==> src/rtl/spi_pkg.sv <==
// spi_pkg: shared state encoding and command-field positions for the SPI register transceiver
package spi_pkg;

    typedef enum logic [1:0] {
        WAIT_DESELECT,
        IDLE,
        CMD,
        DATA
    } state_t;

    localparam int CMD_WRITE_BIT = 7;
    localparam int CMD_REG_MSB   = 6;

endpackage

==> src/rtl/spi_edge_detect.sv <==
// spi_edge_detect: one-cycle rise/fall pulses from an already-synchronized sck
module spi_edge_detect (
    input  logic clk,
    input  logic reset,
    input  logic sck,
    output logic rise_pulse,
    output logic fall_pulse
);

    logic sck_prev_q, sck_prev_d;

    // previous sck level is simply the current one
    always_comb sck_prev_d = sck;

    // remember last sck level; mode 0 idles low so reset to 0
    always_ff @(posedge clk) begin
        if (reset) sck_prev_q <= 1'b0;
        else       sck_prev_q <= sck_prev_d;
    end

    assign rise_pulse = !sck_prev_q && sck;
    assign fall_pulse = sck_prev_q && !sck;

endmodule

==> src/rtl/spi_register_transceiver.sv <==
// spi_register_transceiver: SPI mode-0 slave framing a command byte followed by burst data words
module spi_register_transceiver
    import spi_pkg::*;
#(
    parameter int CMD_WIDTH  = 8,
    parameter int WORD_WIDTH = 32
) (
    input  logic                  clk,
    input  logic                  reset,
    input  logic [WORD_WIDTH-1:0] word_to_output,
    output logic [WORD_WIDTH-1:0] word_received,
    output logic [CMD_WIDTH-1:0]  command,
    output logic                  command_ready,
    output logic                  word_rx_complete,
    output logic                  frame_aborted,
    input  logic                  sck,
    input  logic                  sdi,
    input  logic                  cs,
    output logic                  sdo
);

    localparam int MAX_W = (CMD_WIDTH > WORD_WIDTH) ? CMD_WIDTH : WORD_WIDTH;
    localparam int CW    = $clog2(MAX_W + 1);

    state_t                state_q, state_d;
    logic [CW-1:0]         cnt_q, cnt_d;
    logic [CMD_WIDTH-1:0]  cmd_sr_q, cmd_sr_d;
    logic [WORD_WIDTH-1:0] rx_sr_q, rx_sr_d;
    logic [WORD_WIDTH-1:0] tx_sr_q, tx_sr_d;
    logic [CMD_WIDTH-1:0]  command_q, command_d;
    logic [WORD_WIDTH-1:0] word_q, word_d;
    logic                  cmd_rdy_q, cmd_rdy_d;
    logic                  wrx_q, wrx_d;
    logic                  abort_q, abort_d;
    logic                  cs_prev_q, cs_prev_d;
    logic                  rise, fall, deselect;

    spi_edge_detect u_edge (
        .clk        (clk),
        .reset      (reset),
        .sck        (sck),
        .rise_pulse (rise),
        .fall_pulse (fall)
    );

    // deselect beats any sck edge in the same cycle, so a completing bit is dropped
    assign deselect = cs && (state_q == CMD || state_q == DATA);

    // framing FSM: next state, shift registers, held outputs and one-cycle pulses
    always_comb begin
        state_d   = state_q;
        cnt_d     = cnt_q;
        cmd_sr_d  = cmd_sr_q;
        rx_sr_d   = rx_sr_q;
        tx_sr_d   = tx_sr_q;
        command_d = command_q;
        word_d    = word_q;
        cmd_rdy_d = 1'b0;
        wrx_d     = 1'b0;
        abort_d   = 1'b0;
        cs_prev_d = cs;
        if (deselect) begin
            state_d = IDLE;
            tx_sr_d = '0;
            abort_d = (cnt_q != '0);
        end else begin
            case (state_q)
                WAIT_DESELECT: state_d = cs ? IDLE : WAIT_DESELECT;
                IDLE: if (!cs && cs_prev_q) begin
                    state_d = CMD;
                    cnt_d   = '0;
                    tx_sr_d = '0;
                end
                CMD: if (rise) begin
                    cmd_sr_d = {cmd_sr_q[CMD_WIDTH-2:0], sdi};
                    if (cnt_q == CW'(CMD_WIDTH - 1)) begin
                        command_d = cmd_sr_d;
                        cmd_rdy_d = 1'b1;
                        state_d   = DATA;
                        cnt_d     = '0;
                    end else cnt_d = cnt_q + CW'(1);
                end
                DATA: if (rise) begin
                    rx_sr_d = {rx_sr_q[WORD_WIDTH-2:0], sdi};
                    if (cnt_q == CW'(WORD_WIDTH - 1)) begin
                        word_d = rx_sr_d;
                        wrx_d  = 1'b1;
                        cnt_d  = '0;
                    end else cnt_d = cnt_q + CW'(1);
                end else if (fall) begin
                    tx_sr_d = (cnt_q == '0) ? word_to_output : {tx_sr_q[WORD_WIDTH-2:0], 1'b0};
                end
                default: state_d = WAIT_DESELECT;
            endcase
        end
    end

    // state and datapath registers; reset parks in WAIT_DESELECT so a low cs never decodes
    always_ff @(posedge clk) begin
        if (reset) begin
            state_q   <= WAIT_DESELECT;
            cnt_q     <= '0;
            cmd_sr_q  <= '0;
            rx_sr_q   <= '0;
            tx_sr_q   <= '0;
            command_q <= '0;
            word_q    <= '0;
            cmd_rdy_q <= 1'b0;
            wrx_q     <= 1'b0;
            abort_q   <= 1'b0;
            cs_prev_q <= 1'b1;
        end else begin
            state_q   <= state_d;
            cnt_q     <= cnt_d;
            cmd_sr_q  <= cmd_sr_d;
            rx_sr_q   <= rx_sr_d;
            tx_sr_q   <= tx_sr_d;
            command_q <= command_d;
            word_q    <= word_d;
            cmd_rdy_q <= cmd_rdy_d;
            wrx_q     <= wrx_d;
            abort_q   <= abort_d;
            cs_prev_q <= cs_prev_d;
        end
    end

    assign command          = command_q;
    assign word_received    = word_q;
    assign command_ready    = cmd_rdy_q;
    assign word_rx_complete = wrx_q;
    assign frame_aborted    = abort_q;
    assign sdo              = tx_sr_q[WORD_WIDTH-1];

endmodule
==> config.mk <==
export PLATFORM = sky130hd
export DESIGN_NAME = spi_register_transceiver
export DESIGN_NICKNAME = d
export VERILOG_FILES = /design/src/rtl/spi_pkg.sv /design/src/rtl/spi_edge_detect.sv /design/src/rtl/spi_register_transceiver.sv
export SDC_FILE = /design/constraint.sdc
export NUM_CORES = 1
export LEC_CHECK = 0
export BUFFER_PORTS_ARGS = -buffer_cell sky130_fd_sc_hd__buf_2
export CORE_UTILIZATION = 50
export CTS_BUF_LIST = sky130_fd_sc_hd__clkbuf_4 sky130_fd_sc_hd__clkbuf_8
export DETAILED_ROUTE_END_ITERATION = 8
export PLACE_DENSITY = 0.74
export SKIP_LAST_GASP = 1
export SYNTH_ARGS = -nofsm -noshare
export SYNTH_HDL_FRONTEND = slang
export SYNTH_SLANG_ARGS = --single-unit
==> constraint.sdc <==
create_clock -name clk -period 2.7 [get_ports clk]
set_clock_uncertainty 0.15 [all_clocks]
set_input_delay 0.135 -clock clk [delete_from_list [all_inputs] [get_ports clk]]
set_output_delay 0.135 -clock clk [all_outputs]
set_load 0.1 [all_outputs]
==> results.sh, run 1 <==
export IMPL_reg2reg_slack_ps=120
export IMPL_clock_sinks=123
export IMPL_first_pass_iters=5
export IMPL_slew_limit_headroom_pct=12.1
export IMPL_synth_seq_cells=123
export IMPL_fillers=826
export IMPL_drt_iter0_drc=266
export IMPL_endpoint_kind="register"
export IMPL_cts_path_max_buffers=2
export IMPL_setup_viol_count_final=0
export IMPL_worstPathRequired_ps=2900
export IMPL_arrival_ps=2780
export IMPL_areaGrowthSynthToFinish_pct=25.7
export IMPL_synthAdderAreaFrac_pct=2.23
export IMPL_layout_nets=714
export IMPL_ys_warnings_count=0
export IMPL_rsz0062_at_grt="no"
export IMPL_vias=4489
export IMPL_tightest_slew_ps=1320
export IMPL_synth_edf_count=0
export IMPL_cap_violations=0
export IMPL_dp_cells=746
export IMPL_synthXorXnorAreaFrac_pct=0.174
export IMPL_drtAntennaViolNets=0
export IMPL_synth_seq_area_share_pct=48.8
export IMPL_synth_flop_cell="dfxtp_1"
export IMPL_die_y_um=102
export IMPL_final_common_cell="dfxtp_1"
export IMPL_avgSynthCellArea_um2=8.87
export IMPL_regArea_um2=2460
export IMPL_wl_per_cell_um=14.7
export IMPL_gp_congestion=0.837
export IMPL_hold_viol=0
export IMPL_cts_tree="yes"
export IMPL_synth_top_family_by_area="compound AO/OA/AOI/OAI gates"
export IMPL_hold_path_class="reg -> reg"
export IMPL_fmax_mhz=388
export IMPL_dp_hpwl_um=6980
export IMPL_rr_worst_depth=6
export IMPL_cp_max_fo=11
export IMPL_synth_area_um2=5050
export IMPL_rows=36
export IMPL_ctsResizeCount=0
export IMPL_worstHoldEndpoint="rx_sr_q[4]"
export IMPL_outcome="finished clean"
export IMPL_dp_slack_ps=188
export IMPL_r2r_start="state_q[0]"
export IMPL_diodes=0
export IMPL_synth_cell_types=41
export IMPL_final_setup_worst_slack_ps=121
export IMPL_power_leakage_nw=2.58
export IMPL_route_detailed_drc=0
export IMPL_synth_compound_area_share_pct=22.3
export IMPL_critPathKind="reg -> reg"
export IMPL_antenna_found_initial=0
export IMPL_grt_max_degree=50
export IMPL_clk_pin_slew_worst_paths_ps=70
export IMPL_synth_nets=615
export IMPL_grt_pass1_wl_um=19300
export IMPL_postLayoutCellArea_um2=6340
export IMPL_post_cts_setup_buffers=0
export IMPL_port_buffers=80
export IMPL_die_w_um=102
export IMPL_placed_cell_area_um2=5570
export IMPL_overflow=0
export IMPL_finalCritPeriodShare_pct=95.5
export IMPL_hp_start="rx_sr_q[3]"
export IMPL_synthArstFlopShare_pct=0
export IMPL_num_io_pins=81
export IMPL_wirelength_um=12000
export IMPL_grt_pass1_vias=4266
export IMPL_ir_drop_uv=435
export IMPL_postSynthCellCount=569
export IMPL_final_cell_mix="dfxtp_1 (123), buf_2 (80), nand2_1 (71)"
export IMPL_p_total_mw=4.19
export IMPL_start_util_pct=51.6
export IMPL_htreeDepth=4
export IMPL_worstSetupStartpointType="register"
export IMPL_coreArea_um2=9770
export IMPL_cts_buffers=17
export IMPL_instances_no_fill=814
export IMPL_setup_tns_ps=0
export IMPL_rr_endpoint="cnt_q[4]"
export IMPL_powerDensity_nw_per_um2=661
export IMPL_cts_hold_buf=36
export IMPL_clock_latency_ps=430
export IMPL_slew_viol_final=0
export IMPL_drive_gt1_share_pct=20.1
export IMPL_holdPathStages=2
export IMPL_grt_usage_pct=23.6
export IMPL_synth_mux_area_share_pct=3.57
export IMPL_synth_simple_gate_area_share_pct=18.7
export IMPL_multi_input_area_um2=2420
export IMPL_vias_per_cell=5.51
export IMPL_period_minus_slack_ps=2580
export IMPL_die_area_um2=10500
export IMPL_cts_root_buf="clkbuf_8"
-- layer usage --
metal,vias up,GRT usage (%),routed length (um)
li1,2207,-,-
met1,2149,28.3,5530
met2,115,39.3,5670
met3,18,6.63,595
met4,0,10.8,159
met5,-,0,0
-- worst max-delay path, cell delays in order, from the launching register on --
cell,delay [ps]
dfxtp_1,430
inv_1,130
ha_1,300
or2_2,340
a221o_1,480
or4_1,520
a21oi_1,160
-- cells by family after synthesis --
family,count (synthesis)
AOI/OAI and AO/OA,179
and+or+nand+nor,185
xor gates and xnor gates,1
buffers and inverters,54
DFF,123
adders and majority gates,9
muxes,18
-- per-stage QoR --
| stage | utilization [%] | hold WS (ps) |
|---|---|---|
| floorplan | - | 111 |
| global placement | 57.0 | 296 |
| detailed placement | 57.0 | 308 |
| CTS | 64.9 | 317 |
| global route | 64.9 | 335 |
| finish | 64.9 | 320 |
-- flip-flops by register name, indices dropped and copies added, names as in the netlist --
register           count
cnt_q                  6
u_edge.sck_prev_q      1
rx_sr_q               31
tx_sr_q               32
cmd_sr_q               7
command_ready          1
command                8
frame_aborted          1
word_received         32
word_rx_complete       1
cs_prev_q              1
state_q                2
-- how the worst max path moves through the flow --
stage,from,end,slack (ps),cells after the start
final,state_q[0],cnt_q[4],120,6
after global routing,state_q[0],cnt_q[5],10,6
after CTS,state_q[0],cnt_q[4],160,6
after detailed placement,state_q[0],cnt_q[5],190,6
after global placement,state_q[0],cnt_q[5],300,6
after floorplan,state_q[0],cnt_q[4],370,7
-- Yosys cell counts (3+ instances only) --
master      n  area share (%)
a21oi_1    69             6.8
ha_1        9             2.2
o21ai_0    38             3.8
nor3b_1    33             4.9
nand3_1    33             3.3
dfxtp_1   123              49
inv_1       6            0.45
nand2_1    71             5.3
o21a_1     32             4.8
clkbuf_1   45             3.3
nor2_1     24             1.8
a22o_1     31             5.4
mux2i_1    18             3.6
nor3_1      3            0.30
-- layout make-up --
type,instances,share of cell area (%)
multi-input combinational,392,38.1
tap,133,2.62
inverter,6,0.355
timing repair buffer,128,13.6
sequential,123,38.8
clock buffer,21,4.16
clock inverter,11,2.31
-- report_power, final --
part           internal (mW)  total (mW)  switching [mW]
registers               1.84        1.87          0.0282
clock network          0.952        1.67           0.717
logic                  0.248       0.655           0.407
total                   3.04        4.19            1.15
(Power assumes the default switching activity.)
==> run 2: changes to the inputs <==
--- a/config.mk
+++ b/config.mk
@@ -9,7 +9,7 @@
 export CORE_UTILIZATION = 50
 export CTS_BUF_LIST = sky130_fd_sc_hd__clkbuf_4 sky130_fd_sc_hd__clkbuf_8
 export DETAILED_ROUTE_END_ITERATION = 8
-export PLACE_DENSITY = 0.74
+export PLACE_DENSITY = 0.78
 export SKIP_LAST_GASP = 1
 export SYNTH_ARGS = -nofsm -noshare
 export SYNTH_HDL_FRONTEND = slang
==> run 2 against run 1 <==
  * Die area unchanged
  * Utilization up 0.064 points
  * Sequential cell count unchanged
  * Sequential share of layout area about the same
  * Worst hold slack worse by 6.8 ps
  * Cell count up 0.12%
  * Clock power about the same
  * Combinational power down 1%
  * Largest cell class unchanged
  * Register-to-register slack about the same
  * Wire length down 2.4%
==> results.sh, run 2 (synthesis gave the netlist of run 1 again) <==
export IMPL_final_cell_mix="dfxtp_1 (123), buf_2 (80), nand2_1 (71)"
export IMPL_rr_worst_depth=6
export IMPL_crit_start="state_q[0]"
export IMPL_cts_path_max_buffers=2
export IMPL_wirelength_um=11700
export IMPL_dp_hpwl_um=6850
export IMPL_route_detailed_drc=0
export IMPL_cts_tree="yes"
export IMPL_p_int_mw=3.01
export IMPL_ir_drop_uv=522
export IMPL_cts_root_buf="clkbuf_8"
export IMPL_power_leakage_nw=2.59
export IMPL_slew_limit_headroom_pct=20.9
export IMPL_worstSetupStartpointType="register"
export IMPL_die_y_um=102
export IMPL_arrival_ps=2800
export IMPL_antenna_found_initial=0
export IMPL_rr_endpoint="cnt_q[4]"
export IMPL_switching_share_pct=28.4
export IMPL_reg2reg_slack_ps=120
export IMPL_cts_buffers=17
export IMPL_holdWs_ps=313
export IMPL_die_w_um=102
export IMPL_final_util_pct=65.0
export IMPL_clock_sinks=123
export IMPL_period_minus_slack_ps=2580
export IMPL_holdPathStages=2
export IMPL_fmax_mhz=388
export IMPL_seqPwrFrac_pct=44.3
export IMPL_endpoint_kind="register"
export IMPL_diodes=0
export IMPL_first_pass_iters=5
export IMPL_htreeDepth=4
export IMPL_start_util_pct=51.6
export IMPL_coreArea_um2=9770
export IMPL_r2r_start="state_q[0]"
export IMPL_p_switching_mw=1.20
export IMPL_grt_usage_pct=23.6
export IMPL_areaGrowthSynthToFinish_pct=25.8
export IMPL_grt_pass1_vias=4210
export IMPL_num_io_pins=81
export IMPL_gp_congestion=0.852
export IMPL_power_frac_clock_pct=40.4
export IMPL_vias=4472
export IMPL_port_buffers=80
export IMPL_vias_per_cell=5.49
export IMPL_grt_pass1_wl_um=19200
export IMPL_powerDensity_nw_per_um2=663
export IMPL_drtAntennaViolNets=0
export IMPL_drive_gt1_share_pct=20.2
export IMPL_crit_path_end="cnt_q[4]"
export IMPL_layout_nets=715
export IMPL_wl_per_cell_um=14.3
export IMPL_slew_viol_final=0
export IMPL_worstPathRequired_ps=2920
export IMPL_setup_tns_ps=0
export IMPL_hold_path_class="reg -> reg"
export IMPL_drt_iter0_drc=239
export IMPL_dp_slack_ps=127
export IMPL_rsz0062_at_grt="no"
export IMPL_setup_viol_count_final=0
export IMPL_critPathKind="reg -> reg"
export IMPL_crit_chain="inv_1 > ha_1 > or2_2 > a221o_1 > or4_1 > a21oi_1"
export IMPL_finalCritPeriodShare_pct=95.5
export IMPL_rows=36
export IMPL_cp_max_fo=11
export IMPL_critPathSlowestCell="or4_1"
export IMPL_hold_viol=0
export IMPL_tightest_slew_ps=1180
export IMPL_fillers=774
export IMPL_clk_pin_slew_worst_paths_ps=70
export IMPL_clock_latency_ps=450
export IMPL_final_common_cell="dfxtp_1"
export IMPL_outcome="finished clean"
export IMPL_slowest_delay_ps=520
export IMPL_overflow=0
export IMPL_die_area_um2=10500
export IMPL_cap_violations=0
export IMPL_grt_max_degree=50
export IMPL_final_setup_worst_slack_ps=121
export IMPL_p_comb_share_pct=15.3
-- run 2: cell count changes in the layout (fill, tap and decap cells not counted), sizes merged --
cell      previous run  this run
inv                  6        11
clkbuf              21        17
clkinvlp             2         0
buf                 92        93
clkinv               6         7
-- run 2: timing repair --
action,in CTS,in global routing
hold buffers,36,0
hold endpoints to repair,42,0
buffers inserted,0,0
gates resized for setup,0,0
setup endpoints to repair,0,0
-- run 2: stage by stage --
step | instance area (um^2) | instances | power, mW
floorplan | 5050 | 569 | 2.36
global placement | 5570 | 747 | 2.48
detailed placement | 5570 | 747 | 2.50
CTS | 6350 | 815 | 4.25
global route | 6350 | 815 | 4.42
finish | 6350 | 815 | 4.21
-- run 2: worst min-delay path by stage --
stage	start	end	slack, ps
3_3_place_gp	rx_sr_q[30]	rx_sr_q[30]	290
4_1_cts	rx_sr_q[30]	rx_sr_q[30]	320
6_report	rx_sr_q[30]	rx_sr_q[30]	310
3_5_place_dp	rx_sr_q[30]	rx_sr_q[30]	310
2_1_floorplan	sdi	word_received[0]	110
5_1_grt	rx_sr_q[26]	rx_sr_q[26]	340
-- run 2: worst max-delay path, delay by kind of cell (launching register included) --
family	cells	cell delay, ps
buf+inv	1	130
fa+ha+maj	1	290
simple gates	2	860
flops	1	430
compound gates	2	640
-- run 2: power by group through the flow --
| stage | Combinational [mW] | Sequential [mW] | Clock [mW] |
|---|---|---|---|
| 2_1_floorplan | 0.460 | 1.90 | 0 |
| 3_3_place_gp | 0.574 | 1.90 | 0 |
| 3_5_place_dp | 0.591 | 1.91 | 0 |
| 4_1_cts | 0.641 | 1.86 | 1.74 |
| 5_1_grt | 0.721 | 1.87 | 1.83 |
| 6_report | 0.647 | 1.86 | 1.70 |
-- run 2: per-layer routing --
metal | routed length (um) | GRT usage (%) | up-vias | share of wire (%)
li1 | - | - | 2206 | -
met3 | 795 | 8.21 | 25 | 6.8
met4 | 205 | 9.56 | 0 | 1.8
met5 | 0 | 0 | - | 0
met2 | 5420 | 39.3 | 145 | 46
met1 | 5240 | 27.6 | 2096 | 45
-- run 2: final cells by class --
| cell class | count | area, um^2 | area share (%) |
|---|---|---|---|
| inverters | 6 | 22.5 | 0.355 |
| multi-input cells | 392 | 2420 | 38.1 |
| repair buffers | 129 | 858 | 13.5 |
| flip-flops and latches | 123 | 2460 | 38.8 |
| clock buffers | 17 | 234 | 3.69 |
| well taps | 133 | 166 | 2.62 |
| clock inverters | 15 | 188 | 2.96 |
==> run 3: changes to the inputs <==
--- a/config.mk
+++ b/config.mk
@@ -9,6 +9,7 @@
 export CORE_UTILIZATION = 50
 export CTS_BUF_LIST = sky130_fd_sc_hd__clkbuf_4 sky130_fd_sc_hd__clkbuf_8
 export DETAILED_ROUTE_END_ITERATION = 8
+export MAX_ROUTING_LAYER = met4
 export PLACE_DENSITY = 0.78
 export SKIP_LAST_GASP = 1
 export SYNTH_ARGS = -nofsm -noshare
==> run 3 against run 2 <==
  * Combinational power barely moved
  * Sequential share of layout area did not move
  * Critical path depth stayed put
  * Power hardly changed
  * Die area did not move
  * Register-to-register slack lost 30 ps
  * Critical path type unchanged
  * Highest routed layer unchanged
==> results.sh, run 3 (synthesis gave the netlist of run 1 again) <==
export IMPL_outcome="finished clean"
export IMPL_antenna_found_initial=0
export IMPL_cts_tree="yes"
export IMPL_cts_root_buf="clkbuf_8"
export IMPL_grt_pass1_wl_um=19200
export IMPL_reg2reg_slack_ps=90
export IMPL_placed_cell_area_um2=5570
export IMPL_areaGrowthSynthToFinish_pct=25.8
export IMPL_p_switching_mw=1.19
export IMPL_clk_pin_slew_worst_paths_ps=70
export IMPL_num_io_pins=81
export IMPL_gp_congestion=0.866
export IMPL_powerDensity_nw_per_um2=663
export IMPL_ctsResizeCount=0
export IMPL_rows=36
export IMPL_final_util_pct=65.0
export IMPL_fmax_mhz=383
export IMPL_final_cell_mix="dfxtp_1 (123), buf_2 (80), nand2_1 (71)"
export IMPL_drive_gt1_share_pct=20.2
export IMPL_port_buffers=80
export IMPL_cp_max_fo=11
export IMPL_worstHoldEndpoint="rx_sr_q[30]"
export IMPL_holdPathStages=2
export IMPL_grt_pass1_vias=4208
export IMPL_clock_latency_ps=440
export IMPL_die_y_um=102
export IMPL_holdWs_ps=311
export IMPL_vias_per_cell=5.49
export IMPL_power_leakage_nw=2.59
export IMPL_slew_viol_final=0
export IMPL_grt_max_degree=50
export IMPL_cap_violations=0
export IMPL_tightest_slew_ps=1180
export IMPL_layout_nets=715
export IMPL_dp_cells=747
export IMPL_dp_hpwl_um=6850
export IMPL_die_w_um=102
export IMPL_switching_share_pct=28.4
export IMPL_cts_buffers=17
export IMPL_postLayoutCellArea_um2=6350
export IMPL_overflow=0
export IMPL_setup_tns_ps=0
export IMPL_rr_endpoint="cnt_q[4]"
export IMPL_rsz0062_at_grt="no"
export IMPL_diodes=0
export IMPL_crit_start="state_q[0]"
export IMPL_die_area_um2=10500
export IMPL_final_setup_worst_slack_ps=89.1
export IMPL_r2r_start="state_q[0]"
export IMPL_slew_limit_headroom_pct=21.2
export IMPL_finalCritPeriodShare_pct=96.7
export IMPL_coreArea_um2=9770
export IMPL_seqPwrFrac_pct=44.3
export IMPL_hold_viol=0
export IMPL_p_total_mw=4.21
export IMPL_rr_worst_depth=6
export IMPL_hold_path_class="reg -> reg"
export IMPL_worstSetupStartpointType="register"
export IMPL_htreeDepth=4
export IMPL_instances_no_fill=815
export IMPL_ir_drop_uv=521
export IMPL_grt_usage_pct=24.3
export IMPL_endpoint_kind="register"
export IMPL_p_comb_share_pct=15.3
export IMPL_start_util_pct=51.6
export IMPL_dp_slack_ps=127
export IMPL_final_common_cell="dfxtp_1"
export IMPL_wl_per_cell_um=14.3
export IMPL_route_detailed_drc=0
export IMPL_worstPathRequired_ps=2910
export IMPL_vias=4474
export IMPL_setup_viol_count_final=0
export IMPL_drt_iter0_drc=245
export IMPL_wirelength_um=11700
export IMPL_cts_path_max_buffers=2
export IMPL_hp_start="rx_sr_q[30]"
export IMPL_arrival_ps=2820
export IMPL_clock_sinks=123
export IMPL_p_int_mw=3.01
export IMPL_drtAntennaViolNets=0
export IMPL_power_frac_clock_pct=40.4
export IMPL_critPathKind="reg -> reg"
export IMPL_period_minus_slack_ps=2610
export IMPL_first_pass_iters=5
==> run 3: cell counts in the layout (fill, tap and decap cells not counted) <==
No cell type changed its count.
==> run 3: repair_timing <==
item                                   CTS  global route
hold buffers                            36             0
endpoints found under the hold margin   42             0
setup endpoints to repair                0             0
setup buffers                            0             0
==> run 3: cell type report <==
type                       count  area, um^2
clock buffer                  17         234
clock inverter                15         188
fill                         774        3430
inverter                       6        22.5
multi-input combinational    392        2420
sequential                   123        2460
tap                          133         166
timing repair buffer         129         858
==> run 3: worst max-delay path by stage <==
stage / end / slack, ps / cells after the start
2_1_floorplan: cnt_q[4] / 370 / 7
3_3_place_gp: cnt_q[5] / 300 / 6
3_5_place_dp: cnt_q[4] / 130 / 6
4_1_cts: cnt_q[4] / 120 / 6
5_1_grt: cnt_q[2] / 4 / 6
6_report: cnt_q[4] / 90 / 6
==> run 3: power by group through the flow <==
stage                     Sequential, mW  Combinational (mW)  Clock [mW]
after floorplan                     1.90               0.460           0
after global routing                1.87               0.721        1.83
final                               1.86               0.646        1.70
after detailed placement            1.91               0.591           0
after global placement              1.90               0.574           0
after CTS                           1.86               0.641        1.74
==> run 3: worst max-delay path, stage by stage (launching register included) <==
cell	delay (ps)
dfxtp_1	430
inv_1	130
ha_1	290
or2_2	340
a221o_1	470
or4_1	520
a21oi_1	190
==> run 3: routing by layer <==
metal  share of wire (%)  track usage, %  wire, um
met3                 5.9            8.28       693
met4                 1.6            8.90       191
met1                  45            28.0      5300
met2                  47            39.2      5470
met5                   0               -         0
